$ cat src/rtl/agc_level_ctrl_if.sv
// Control/status bundle between the AGC level controller and its environment.
// The master drives the run request and comparator inputs; the slave is the controller.
interface agc_level_ctrl_if;
  logic start;
  logic cmp_hi;
  logic cmp_lo;
  logic search_done;
  logic adjust;
  logic up_dn;
  logic busy;
  logic agc_done;
  logic locked;

  modport master (
    output start, cmp_hi, cmp_lo, search_done,
    input  adjust, up_dn, busy, agc_done, locked
  );

  modport slave (
    input  start, cmp_hi, cmp_lo, search_done,
    output adjust, up_dn, busy, agc_done, locked
  );
endinterface

$ cat src/rtl/agc_level_ctrl.sv
// AGC level controller: settles, counts comparator hits over a window, then steps the
// downstream gain search up or down until the level is in range or the search is exhausted.
module agc_level_ctrl #(
  parameter int WIN_LEN    = 64,
  parameter int SETTLE_LEN = 16,
  parameter int HI_THRESH  = 4,
  parameter int LO_THRESH  = 8,
  parameter int MAX_STEPS  = 8
) (
  input  logic             clk,
  input  logic             RESET,
  agc_level_ctrl_if.slave  bus
);

  typedef enum logic [2:0] {
    S_IDLE    = 3'd0,
    S_SETTLE  = 3'd1,
    S_MEASURE = 3'd2,
    S_DECIDE  = 3'd3,
    S_ADJUST  = 3'd4,
    S_DONE    = 3'd5
  } state_e;

  localparam logic [7:0] SETTLE_LAST = 8'(SETTLE_LEN - 1);
  localparam logic [7:0] WIN_LAST    = 8'(WIN_LEN - 1);
  localparam logic [7:0] HI_TH       = 8'(HI_THRESH);
  localparam logic [7:0] LO_TH       = 8'(LO_THRESH);
  localparam logic [3:0] STEP_MAX    = 4'(MAX_STEPS);

  state_e     state_q;
  logic [7:0] timer_q;
  logic [7:0] hi_cnt_q;
  logic [7:0] lo_cnt_q;
  logic [3:0] step_cnt_q;
  logic       lock_q;
  logic       adjust_q;
  logic       up_dn_q;
  logic       busy_q;
  logic       agc_done_q;
  logic       locked_q;

  // Outputs are decoded from the current state one edge later, which keeps every
  // output a plain flop and gives the SETTLE+WIN+2 cycle step period.
  always_ff @(posedge clk) begin
    if (RESET) begin
      state_q    <= S_IDLE;
      timer_q    <= 8'd0;
      hi_cnt_q   <= 8'd0;
      lo_cnt_q   <= 8'd0;
      step_cnt_q <= 4'd0;
      lock_q     <= 1'b0;
      adjust_q   <= 1'b0;
      up_dn_q    <= 1'b0;
      busy_q     <= 1'b0;
      agc_done_q <= 1'b0;
      locked_q   <= 1'b0;
    end else begin
      adjust_q   <= (state_q == S_ADJUST);
      agc_done_q <= (state_q == S_DONE);
      busy_q     <= (state_q != S_IDLE) && (state_q != S_DONE);
      locked_q   <= (state_q == S_DONE) && lock_q;

      case (state_q)
        S_IDLE, S_DONE: begin
          if (bus.start) begin
            state_q    <= S_SETTLE;
            timer_q    <= 8'd0;
            step_cnt_q <= 4'd0;
            lock_q     <= 1'b0;
            hi_cnt_q   <= 8'd0;
            lo_cnt_q   <= 8'd0;
          end else begin
            state_q <= state_q;
          end
        end
        S_SETTLE: begin
          if (timer_q == SETTLE_LAST) begin
            state_q  <= S_MEASURE;
            timer_q  <= 8'd0;
            hi_cnt_q <= 8'd0;
            lo_cnt_q <= 8'd0;
          end else begin
            timer_q <= timer_q + 8'd1;
          end
        end
        S_MEASURE: begin
          if (bus.cmp_hi && (hi_cnt_q != 8'hFF)) begin
            hi_cnt_q <= hi_cnt_q + 8'd1;
          end else begin
            hi_cnt_q <= hi_cnt_q;
          end
          if (bus.cmp_lo && (lo_cnt_q != 8'hFF)) begin
            lo_cnt_q <= lo_cnt_q + 8'd1;
          end else begin
            lo_cnt_q <= lo_cnt_q;
          end
          if (timer_q == WIN_LAST) begin
            state_q <= S_DECIDE;
            timer_q <= 8'd0;
          end else begin
            timer_q <= timer_q + 8'd1;
          end
        end
        S_DECIDE: begin
          // Too loud wins over too quiet; a step is only taken while the search can still move.
          if ((hi_cnt_q > HI_TH) || (lo_cnt_q < LO_TH)) begin
            up_dn_q <= !(hi_cnt_q > HI_TH);
            lock_q  <= 1'b0;
            if (bus.search_done || (step_cnt_q == STEP_MAX)) begin
              state_q <= S_DONE;
            end else begin
              state_q <= S_ADJUST;
            end
          end else begin
            lock_q  <= 1'b1;
            state_q <= S_DONE;
          end
        end
        S_ADJUST: begin
          step_cnt_q <= step_cnt_q + 4'd1;
          timer_q    <= 8'd0;
          state_q    <= S_SETTLE;
        end
        default: begin
          state_q <= S_IDLE;
        end
      endcase
    end
  end

  assign bus.adjust   = adjust_q;
  assign bus.up_dn    = up_dn_q;
  assign bus.busy     = busy_q;
  assign bus.agc_done = agc_done_q;
  assign bus.locked   = locked_q;

endmodule

$ cat src/flat_wrapper.sv
// flat-port wrapper written by rule: the top's interface ports become plain ports
module agc_level_ctrl_flat 
#(
  parameter int WIN_LEN    = 64,
  parameter int SETTLE_LEN = 16,
  parameter int HI_THRESH  = 4,
  parameter int LO_THRESH  = 8,
  parameter int MAX_STEPS  = 8
)
  (clk, RESET, bus_start, bus_cmp_hi, bus_cmp_lo, bus_search_done, bus_adjust, bus_up_dn, bus_busy, bus_agc_done, bus_locked);
  agc_level_ctrl_if bus_i ();
  input  logic clk;
  input  logic RESET;
  input wire logic [$bits(bus_i.start)-1:0] bus_start;
  input wire logic [$bits(bus_i.cmp_hi)-1:0] bus_cmp_hi;
  input wire logic [$bits(bus_i.cmp_lo)-1:0] bus_cmp_lo;
  input wire logic [$bits(bus_i.search_done)-1:0] bus_search_done;
  output wire logic [$bits(bus_i.adjust)-1:0] bus_adjust;
  output wire logic [$bits(bus_i.up_dn)-1:0] bus_up_dn;
  output wire logic [$bits(bus_i.busy)-1:0] bus_busy;
  output wire logic [$bits(bus_i.agc_done)-1:0] bus_agc_done;
  output wire logic [$bits(bus_i.locked)-1:0] bus_locked;
  assign bus_i.start = bus_start;
  assign bus_i.cmp_hi = bus_cmp_hi;
  assign bus_i.cmp_lo = bus_cmp_lo;
  assign bus_i.search_done = bus_search_done;
  assign bus_adjust = bus_i.adjust;
  assign bus_up_dn = bus_i.up_dn;
  assign bus_busy = bus_i.busy;
  assign bus_agc_done = bus_i.agc_done;
  assign bus_locked = bus_i.locked;
  agc_level_ctrl #(.WIN_LEN(WIN_LEN), .SETTLE_LEN(SETTLE_LEN), .HI_THRESH(HI_THRESH), .LO_THRESH(LO_THRESH), .MAX_STEPS(MAX_STEPS)) u_core (.clk(clk), .RESET(RESET), .bus(bus_i));
endmodule
$ cat config.mk
export PLATFORM = sky130hd
export DESIGN_NAME = agc_level_ctrl_flat
export DESIGN_NICKNAME = d
export VERILOG_FILES = /design/src/rtl/agc_level_ctrl_if.sv /design/src/rtl/agc_level_ctrl.sv /design/src/flat_wrapper.sv
export SDC_FILE = /design/constraint.sdc
export NUM_CORES = 1
export LEC_CHECK = 0
export BUFFER_PORTS_ARGS = -buffer_cell sky130_fd_sc_hd__clkbuf_2
export CORE_MARGIN = 2
export CORE_UTILIZATION = 45
export DETAILED_ROUTE_END_ITERATION = 16
export GPL_ROUTABILITY_DRIVEN = 1
export REMOVE_ABC_BUFFERS = 1
export SYNTH_ARGS = -nofsm -noshare
export SYNTH_HDL_FRONTEND = slang
export SYNTH_SLANG_ARGS = --single-unit
$ cat constraint.sdc
create_clock -name clk -period 1.8 [get_ports clk]
set_input_delay 0.27 -clock clk [delete_from_list [all_inputs] [get_ports clk]]
set_output_delay 0.27 -clock clk [all_outputs]
set_load 0.02 [all_outputs]
# Yosys cells after proc, flatten, opt, wreduce, memory -nomap -nowiden
# Cells that the tools add are included.
dict set report totals {
  mem_bits_ro 0
  latch_bits 0
  elab_cells 74
  register_bits 37
  input_bits 6
  ram_bits 0
  n_memories 0
}
dict set report classes {
  n_div 0
  n_addsub 4
  n_reduce_logical 21
  n_eq_ne 16
  n_mux 20
  multipliers 0
  n_shift 0
  n_bitwise 0
  magnitude_cmp 2
}
# cell count
set ops {}
lappend ops {{8-bit two-way mux} 6}
lappend ops {{8-bit one-hot mux with 3 select lines} 2}
lappend ops {{8-bit one-hot mux with 4 select lines} 1}
lappend ops {{8-bit by 1-bit adder with 8-bit output (second input constant)} 3}
lappend ops {{8-bit inequality test (second input constant)} 2}
lappend ops {{3-bit one-hot mux with 5 select lines} 1}
lappend ops {{3-bit two-way mux} 3}
lappend ops {{8-bit by 4-bit equality test with 1-bit output (second input constant)} 1}
lappend ops {{8-bit by 6-bit equality test with 1-bit output (second input constant)} 1}
lappend ops {{8-bit by 3-bit greater-than comparator with 1-bit output (second input constant)} 1}
lappend ops {{8-bit by 4-bit less-than comparator with 1-bit output (second input constant)} 1}
lappend ops {{2-bit by 1-bit inequality test with 1-bit output (second input constant)} 4}
lappend ops {{4-bit one-hot mux with 2 select lines} 1}
lappend ops {{2-bit AND reduction} 4}
lappend ops {{4-bit AND reduction} 2}
lappend ops {{3-bit by 2-bit equality test with 1-bit output (second input constant)} 2}
lappend ops {{3-bit equality test (second input constant)} 2}
lappend ops {{3-bit nonzero test} 2}
lappend ops {{4-bit by 1-bit adder with 4-bit output (second input constant)} 1}
lappend ops {{4-bit equality test (second input constant)} 1}
lappend ops {{1-bit logical AND} 4}
lappend ops {{1-bit two-way mux} 4}
lappend ops {{4-bit two-way mux} 1}
lappend ops {{2-bit nonzero test} 2}
lappend ops {{other kinds (10)} 11}

# Longest topological paths before layout
# Gate-level depths: netlist of run 1.
dict set report logic_depth {
  depth_word 5
  mapped_depth 7
}

# Worst setup path after synthesis of run 1
# Ideal clock, no wire load.
dict set report synth_timing {
  path_type {reg-to-reg}
  start {register u_core.timer_q[0]}
  end {register u_core.lo_cnt_q[6]}
  setup_slack_ps 16
  arrival_ps 1650
  path_buffers 1
  t_required_ps 1666
  path_stages_with_launch 8
  path_cell_list {dfxtp_1 > ha_1 > and3_1 > clkbuf_1 > and4_1 > or3_1 > a21oi_1 > a311oi_1}
}
dict set report synth_via {
  elab_chain_len 3
}
# element line_no
set synth_lines {}
lappend synth_lines {{from (decl)} agc_level_ctrl.sv:31} ;# logic [7:0] timer_q;
lappend synth_lines {{from (signal assigned)} agc_level_ctrl.sv:83} ;# timer_q <= timer_q + 8'd1;
lappend synth_lines {{from (signal assigned)} agc_level_ctrl.sv:101} ;# timer_q <= timer_q + 8'd1;
lappend synth_lines {{8-bit by 4-bit equality test with 1-bit output} agc_level_ctrl.sv:77} ;# if (timer_q == SETTLE_LAST) begin
lappend synth_lines {{2-bit by 1-bit inequality test with 1-bit output (no line)} n/a}
lappend synth_lines {{4-bit AND reduction (no line)} n/a}
lappend synth_lines {{to (signal assigned)} agc_level_ctrl.sv:93} ;# lo_cnt_q <= lo_cnt_q + 8'd1;
lappend synth_lines {{to (signal assigned)} agc_level_ctrl.sv:95} ;# lo_cnt_q <= lo_cnt_q;
lappend synth_lines {{to (decl)} agc_level_ctrl.sv:33} ;# logic [7:0] lo_cnt_q;
# No other way between the ends.
# A chain may end at the register's enable or synchronous reset.

# Worst setup path in the final report of run 1
dict set report layout_timing {
  start {register u_core.timer_q[0]}
  end {register u_core.lo_cnt_q[5]}
}
# The elaborated chain is that of the path after synthesis.

==> results of run 1 <==
[flip-flops by register name (all words and copies together), names as in the netlist]
name / flops
u_core.hi_cnt_q: 8
u_core.lo_cnt_q: 8
u_core.timer_q: 8
u_core.step_cnt_q: 4
u_core.state_q: 3
u_core.bus.adjust: 1
u_core.bus.agc_done: 1
u_core.bus.busy: 1
u_core.bus.locked: 1
u_core.bus.up_dn: 1
u_core.lock_q: 1
[layout by cell type (no fill, tap or decap), types with 2 or more instances in the layout]
master      n
nor3_1      8
or3_4       2
xor2_1     12
o2111ai_1   2
a21oi_2     2
a21oi_1    13
o21ai_0     9
nor3b_1     2
a31oi_1     2
nor2b_1     4
a311oi_1    4
nor2_2      2
o211a_1     2
ha_1        6
nand2_1    15
nand3_1     9
inv_1       7
nand2b_1    6
nand4_1     8
buf_4      27
a211oi_1    2
dfxtp_1    34
clkbuf_8    6
or3_1       2
or2_2       2
nor2_1     36
clkbuf_2   10
dfxtp_2     3
and3_1      3
[report_power, final]
group,switching [mW],internal (mW),leakage [nW]
registers,0.00792,0.827,0.300
clock network,0.296,0.310,0.0512
logic,0.0873,0.0760,0.533
total,0.391,1.21,0.884
[worst max-delay path, delay by kind of cell, from the launching register on]
kind	cells	cell delay (ps)
AO/OA/AOI/OAI	2	220
adder cells (fa/ha/maj)	1	200
flip-flops	1	320
AND/OR/NAND/NOR	3	870
[cell families after synthesis]
| logic type | after synthesis | share of synthesized area, % |
|---|---|---|
| AND/OR/NAND/NOR | 108 | 28.6 |
| XOR/XNOR | 13 | 6.25 |
| multiplexers | 2 | 1.10 |
| AO/OA/AOI/OAI | 49 | 18.0 |
| adder cells (fa/ha/maj) | 6 | 3.87 |
| buffers and inverters | 16 | 4.06 |
| flip-flops | 37 | 38.1 |
[layer usage]
metal,up-vias,track usage (%)
met1,765,24.3
met4,0,5.98
met3,7,4.51
met2,25,27.2
li1,898,-
met5,-,0
[how the worst min path moves through the flow]
stage | from | end | slack [ps] | cells after the start
3_5_place_dp | u_core.lock_q$_SDFFE_PP0P_ | u_core.bus.locked$_SDFF_PP0_ | 440 | 1
3_3_place_gp | u_core.lock_q$_SDFFE_PP0P_ | u_core.bus.locked$_SDFF_PP0_ | 430 | 1
4_1_cts | bus_cmp_lo | u_core.lo_cnt_q[2]$_SDFFE_PP0P_ | 290 | 3
5_1_grt | bus_cmp_lo | u_core.lo_cnt_q[2]$_SDFFE_PP0P_ | 340 | 3
2_1_floorplan | RESET | u_core.lo_cnt_q[7]$_SDFFE_PP0P_ | 340 | 1
6_report | bus_cmp_lo | u_core.lo_cnt_q[2]$_SDFFE_PP0P_ | 300 | 3
[timing repair]
action | CTS | global route
resized for setup | 0 | 8
endpoints found under the setup margin | 0 | 14
hold buffers | 0 | 0
[per-stage QoR]
stage | power [mW] | util [%] | setup TNS [ps] | hold WS (ps)
after floorplan | 0.932 | - | -7.76 | 338
final | 1.60 | 57.0 | 0 | 300
after global placement | 1.01 | 53.9 | 0 | 430
after detailed placement | 1.01 | 53.9 | 0 | 444
after global routing | 1.67 | 57.0 | 0 | 338
after CTS | 1.62 | 56.3 | 0 | 294
[area by class of cell]
cell class	count	share of cell area, %
multi-input cells	178	49.2
well taps	50	2.69
inverters	7	1.13
repair buffers	37	10.8
clock inverters	2	0.591
flip-flops and latches	37	32.0
clock buffers	6	3.54
==> results.sh, run 1 <==
export IMPL_postSynth_asyncResetShare_pct=0
export IMPL_worstSetupEndpoint="u_core.lo_cnt_q[5]$_SDFFE_PP0P_"
export IMPL_die_height_um=69.7
export IMPL_drt_pre_antenna_iters=4
export IMPL_globalRouteOverflowTotal=0
export IMPL_cts_num_sinks=37
export IMPL_floorplan_core_area_um2=4090
export IMPL_mappedNetlistArea_um2=1940
export IMPL_yosysSeqAreaShare_pct=38.1
export IMPL_ys_top_cells_by_count="37 x dfxtp_1, 36 x nor2_1, 15 x nand2_1, 13 x a21oi_1, 12 x xor2_1"
export IMPL_cts_clock_pin_slew_for_the_worst_setup_and_hold_paths_ps=70
export IMPL_htree_num_levels=2
export IMPL_final_layout_size_suffix_gt1_share_pct=24.3
export IMPL_detail_route_iter0_violations=64
export IMPL_dp_cells=309
export IMPL_top_signal_layer_used="met4"
export IMPL_clockBufferDepth=2
export IMPL_clock_tree_from_tritoncts="done"
export IMPL_share_of_the_synthesized_area_in_the_top_cell_type_pct=38.1
export IMPL_r2r_setup_slack_ps=80
export IMPL_static_leakage_power_nw=0.884
export IMPL_fin_max_slew_vios=0
export IMPL_gp_congestion=0.797
export IMPL_largest_net_degree_at_the_start_of_global_routing=22
export IMPL_die_w_um=69.7
export IMPL_layout_area_seq_um2=744
export IMPL_detailedPlace_worstSlack_ps=13.5
export IMPL_number_of_diodes=0
export IMPL_post_route_worst_setup_slack_ps=76.7
export IMPL_synth_edff_count=0
export IMPL_global_route_usage_total_pct=17.7
export IMPL_num_io_pins=11
export IMPL_finish_net_count=278
export IMPL_post_route_drc_count=0
export IMPL_final_hold_violation_count=0
export IMPL_cts_root_buf="clkbuf_8"
export IMPL_total_half_perimeter_wirelength_after_legalization_and_detailed_placement_um=3120
export IMPL_max_freq_mhz=580
export IMPL_number_of_antenna_violations_at_the_first_check_in_global_routing=0
export IMPL_postSynth_topFlopCell="dfxtp_1"
export IMPL_max_fanout_on_critical_path=5
export IMPL_detailroute_via_count=1695
export IMPL_critPathRequiredTime_ps=1960
export IMPL_grt_pass1_wl_um=7000
export IMPL_timing_worst_slew_pin_value_ps=325
export IMPL_post_synthesis_cell_count=231
export IMPL_placementRows=23
export IMPL_ys_seq_elements=37
export IMPL_area_growth_syn_to_layout_pct=20.0
export IMPL_wl_um=4140
export IMPL_multiInputGateArea_um2=1150
export IMPL_worst_clock_skew_ps=3.06
export IMPL_hold_path_class="in -> reg"
export IMPL_outcome="complete, no violations"
export IMPL_crit_type="reg -> reg"
export IMPL_crit_reg2reg_capture="u_core.lo_cnt_q[5]$_SDFFE_PP0P_"
export IMPL_wl_per_cell_um=13.0
export IMPL_yosys_cell_types_count=50
export IMPL_finalSetupViolCount=0
export IMPL_path_cells="ha_1, and3_1, and4_1, or3_4, a21oi_1, a311oi_1"
export IMPL_vdd_ir_drop_worst_uv=350
export IMPL_syn_avg_cell_area_um2=8.41
export IMPL_place_area_um2=2200
export IMPL_floorplan_initialDensity_pct=47.5
export IMPL_worstSetupStartpoint="u_core.timer_q[0]$_SDFFE_PP0P_"
export IMPL_most_frequent_cell_after_synthesis="dfxtp_1"
export IMPL_timing_reg2reg_worst_path_depth=6
export IMPL_crit_reg2reg_launch="u_core.timer_q[0]$_SDFFE_PP0P_"
export IMPL_number_of_global_route_vias_before_repair=1544
export IMPL_final_period_minus_worst_setup_slack_ps=1720
export IMPL_port_buffers=10
export IMPL_synth_top_cells_by_area="dfxtp_1 38%, nor2_1 7.0%, xor2_1 5.4%"
export IMPL_max_cap_violations=0
export IMPL_die_area_um2=4860
export IMPL_cts_made_buffers=5
export IMPL_cpMaxStageDelayCell="or3_4"
export IMPL_clock_latency_ps=290
export IMPL_finish_instance_area_um2=2330
export IMPL_critPathCaptureType="flop"
export IMPL_critical_path_max_stage_delay_ps=410
export IMPL_fillCellCount=403
export IMPL_synth_yosys_warnings=0
export IMPL_wl_met3_um=133
export IMPL_setup_repair_after_global_routing_missed_its_margin="no"
export IMPL_share_of_the_clock_period_used_by_the_worst_path_after_layout_pct=95.7
export IMPL_yosys_area_top_type="dfxtp_1"
export IMPL_critPathArrivalTime_ps=1880
export IMPL_detail_route_vias_per_cell=5.35
export IMPL_power_density_nw_per_um2=689
export IMPL_met1Wirelength_um=2150
export IMPL_slew_headroom_pct=78.2
export IMPL_final_cells=317
export IMPL_met2WireLength_um=1790
export IMPL_drtAntennaViolNets=0
export IMPL_cp_start_kind="flop"
export IMPL_post_cts_buffers=0
Power figures use the tool's default switching activity.
==> run 2, diff against run 1 <==
--- a/config.mk
+++ b/config.mk
@@ -5,9 +5,12 @@
 export SDC_FILE = /design/constraint.sdc
 export NUM_CORES = 1
 export LEC_CHECK = 0
+export ABC_AREA = 1
+export ABC_CLOCK_PERIOD_IN_PS = 1800
 export BUFFER_PORTS_ARGS = -buffer_cell sky130_fd_sc_hd__clkbuf_2
 export CORE_MARGIN = 2
 export CORE_UTILIZATION = 45
+export CTS_CLUSTER_SIZE = 25
 export DETAILED_ROUTE_END_ITERATION = 16
 export GPL_ROUTABILITY_DRIVEN = 1
 export REMOVE_ABC_BUFFERS = 1
==> run 2 against run 1 <==
Clock power is 12% lower. Die area is 11% higher. Wire length is 14% higher. Worst setup slack better by 120 ps. First-iteration DRC count is 89% higher. Synthesized area is 12% higher. Sequential share of layout area is 0.58 points lower. Via count is 20% higher. Utilization is 6.7 points lower. Cell area is 1.3% higher. Critical path depth is 3 higher. Critical path type unchanged. Highest routed layer unchanged.
==> results.sh, run 2 <==
export IMPL_outcome="complete, no violations"
export IMPL_post_route_worst_setup_slack_ps=200
export IMPL_power_switching_mw=1.30
export IMPL_whs_path_depth=4
export IMPL_hold_ws_ps=314
export IMPL_grt_pass1_wl_um=8270
export IMPL_fin_max_slew_vios=0
export IMPL_hold_path_class="in -> reg"
export IMPL_cp_start_kind="flop"
export IMPL_cp_buffers_inverters=0
export IMPL_mappedNetlistArea_um2=2170
export IMPL_yosysSeqAreaShare_pct=34.2
export IMPL_htree_num_levels=2
export IMPL_total_half_perimeter_wirelength_after_legalization_and_detailed_placement_um=3330
export IMPL_globalRouteOverflowTotal=0
export IMPL_layout_area_seq_um2=741
export IMPL_post_cts_resize_count=0
export IMPL_path_cells="ha_1, nand2_1, nor2_1, nand2_1, nand2_1, nand2_2, nand3_2, o21ai_0, nor2_1"
export IMPL_number_of_antenna_violations_at_the_first_check_in_global_routing=0
export IMPL_totalNegativeSetupSlack_ps=0
export IMPL_post_synthesis_cell_count=337
export IMPL_cts_clock_pin_slew_for_the_worst_setup_and_hold_paths_ps=80
export IMPL_crit_type="reg -> reg"
export IMPL_share_of_the_clock_period_used_by_the_worst_path_after_layout_pct=88.9
export IMPL_static_leakage_power_nw=0.974
export IMPL_ys_seq_elements=37
export IMPL_final_layout_size_suffix_gt1_share_pct=12.0
export IMPL_clockBufferDepth=2
export IMPL_number_of_global_route_vias_before_repair=1873
export IMPL_critical_path_max_stage_delay_ps=350
export IMPL_synth_edff_count=0
export IMPL_worst_clock_skew_ps=12.4
export IMPL_floorplan_core_area_um2=4690
export IMPL_power_sequential_fraction_pct=37.4
export IMPL_post_cts_buffers=0
export IMPL_power_share_clock_pct=18.5
export IMPL_yosys_cell_types_count=30
export IMPL_critPathCaptureType="flop"
export IMPL_report_power_total_mw=2.89
export IMPL_port_buffers=10
export IMPL_area_growth_syn_to_layout_pct=8.95
export IMPL_cpMaxStageDelayCell="dfxtp_1"
export IMPL_finish_net_count=362
export IMPL_wl_per_cell_um=11.7
export IMPL_synth_top_cells_by_area="dfxtp_1 34%, nand2_1 15%, nor2_1 11%"
export IMPL_detailedPlace_worstSlack_ps=188
export IMPL_post_route_drc_count=0
export IMPL_critPathRequiredTime_ps=1990
export IMPL_most_frequent_cell_after_synthesis="nand2_1"
export IMPL_swShare_pct=44.9
export IMPL_wl_um=4700
export IMPL_worstSetupPathDepth=9
export IMPL_cts_hold_buffers_added=0
export IMPL_critical_path_top_delay_family="simple AND/OR/NAND/NOR gates"
export IMPL_gp_congestion=0.792
export IMPL_ys_top_cells_by_count="86 x nand2_1, 62 x nor2_1, 37 x dfxtp_1, 37 x inv_1, 28 x nand3_1"
export IMPL_clock_latency_ps=290
export IMPL_die_w_um=73.4
export IMPL_drtAntennaViolNets=0
export IMPL_reg_top3="u_core.hi_cnt_q (8), u_core.lo_cnt_q (8), u_core.timer_q (8)"
export IMPL_max_fanout_on_critical_path=8
export IMPL_critical_path_most_common_cell="nand2_1"
export IMPL_final_period_minus_worst_setup_slack_ps=1600
export IMPL_multiInputGateArea_um2=1260
export IMPL_floorplan_initialDensity_pct=46.2
export IMPL_yosys_area_top_type="dfxtp_1"
export IMPL_cts_root_buf="clkbuf_8"
export IMPL_largest_net_degree_at_the_start_of_global_routing=20
export IMPL_timing_worst_slew_pin_value_ps=525
export IMPL_internal_power_mw=1.59
export IMPL_final_hold_violation_count=0
export IMPL_timing_reg2reg_worst_path_depth=9
export IMPL_share_of_the_synthesized_area_in_the_top_cell_type_pct=34.2
export IMPL_die_height_um=73.4
export IMPL_finalSetupViolCount=0
export IMPL_placementRows=25
export IMPL_postSynth_topFlopCell="dfxtp_1"
export IMPL_detail_route_vias_per_cell=5.04
export IMPL_drt_pre_antenna_iters=4
export IMPL_max_cap_violations=0
export IMPL_clock_tree_from_tritoncts="done"
export IMPL_layout_cells_most_common="nand2_1"
export IMPL_cts_num_sinks=37
export IMPL_slew_headroom_pct=65.0
export IMPL_vdd_ir_drop_worst_uv=667
export IMPL_layout_common_cells="86 x nand2_1, 61 x nor2_1, 37 x inv_1, 37 x dfxtp_1, 27 x nand3_1"
export IMPL_postSynth_asyncResetShare_pct=0
export IMPL_comb_power_share_pct=44.1
export IMPL_detailroute_via_count=2030
export IMPL_detail_route_iter0_violations=121
export IMPL_fillCellCount=503
export IMPL_cts_made_buffers=5
export IMPL_num_io_pins=11
export IMPL_number_of_diodes=0
export IMPL_die_area_um2=5390
export IMPL_critPathArrivalTime_ps=1790
export IMPL_syn_avg_cell_area_um2=6.43
export IMPL_max_freq_mhz=625
export IMPL_synth_yosys_warnings=0
export IMPL_setup_repair_after_global_routing_missed_its_margin="no"
export IMPL_global_route_usage_total_pct=19.4
export IMPL_power_density_nw_per_um2=1220
## run 2: changes by cell type after synthesis, sizes merged, moves of 4 or more
cell and change:
xor2 -9, nand3 +23, a311oi -4, or3 -4, o21ai +13, nand2 +78
inv +34, nand2b -6, nand4 -6, nor2b -4, nor3 -4, nor2 +26
## run 2: final cells by class
cell class | count | area share [%]
Inverter | 41 | 6.52
Sequential cell | 37 | 31.4
Clock inverter | 1 | 0.212
Timing Repair Buffer | 12 | 2.76
Multi-Input combinational cell | 253 | 53.4
Tap cell | 54 | 2.86
Clock buffer | 5 | 2.91
## run 2: worst min-delay path: cells and delay by family
kind | cells | cell delay [ps]
AOI/OAI and AO/OA | 1 | 50
buffers and inverters | 2 | 170
and+or+nand+nor | 1 | 60
## run 2: cell families after synthesis
family,count (synthesis),share of synthesized area [%]
simple gates,198,40.8
buf+inv,47,8.37
compound gates,45,11.6
flops,37,34.2
fa+ha+maj,6,3.46
xor+xnor,4,1.62
## run 2: worst paths after layout
kind	startpoint	end	slack [ps]
worst max-delay path	u_core.hi_cnt_q[0]$_SDFFE_PP0P_	u_core.hi_cnt_q[0]$_SDFFE_PP0P_	200
worst min-delay path	bus_start	u_core.step_cnt_q[2]$_SDFFE_PP0P_	310
worst max register to register	u_core.hi_cnt_q[0]$_SDFFE_PP0P_	u_core.hi_cnt_q[0]$_SDFFE_PP0P_	200
worst min register to register	u_core.bus.up_dn$_SDFFE_PP0P_	u_core.bus.up_dn$_SDFFE_PP0P_	450
## run 2: through the flow
stage	instance area, um^2	instances	utilization, %
3_5_place_dp	2270	397	48.4
5_1_grt	2360	403	50.3
2_1_floorplan	2140	331	-
6_report	2360	403	50.3
4_1_cts	2350	403	50.0
3_3_place_gp	2270	397	48.4
## run 2: per-layer routing
metal | up-vias | track usage [%] | wire length [um]
met1 | 909 | 25.8 | 2420
met5 | - | 0 | 0
met4 | 0 | 5.45 | 29
met2 | 25 | 31.8 | 2140
li1 | 1094 | - | -
met3 | 2 | 4.12 | 113
## run 2: power by group through the flow
stage	sequential [mW]	combinational, mW	clock [mW]
after floorplan	1.09	0.961	0
after global placement	1.09	1.27	0
after detailed placement	1.09	1.27	0
after CTS	1.08	1.27	0.554
after global routing	1.10	1.48	0.599
final	1.08	1.28	0.535
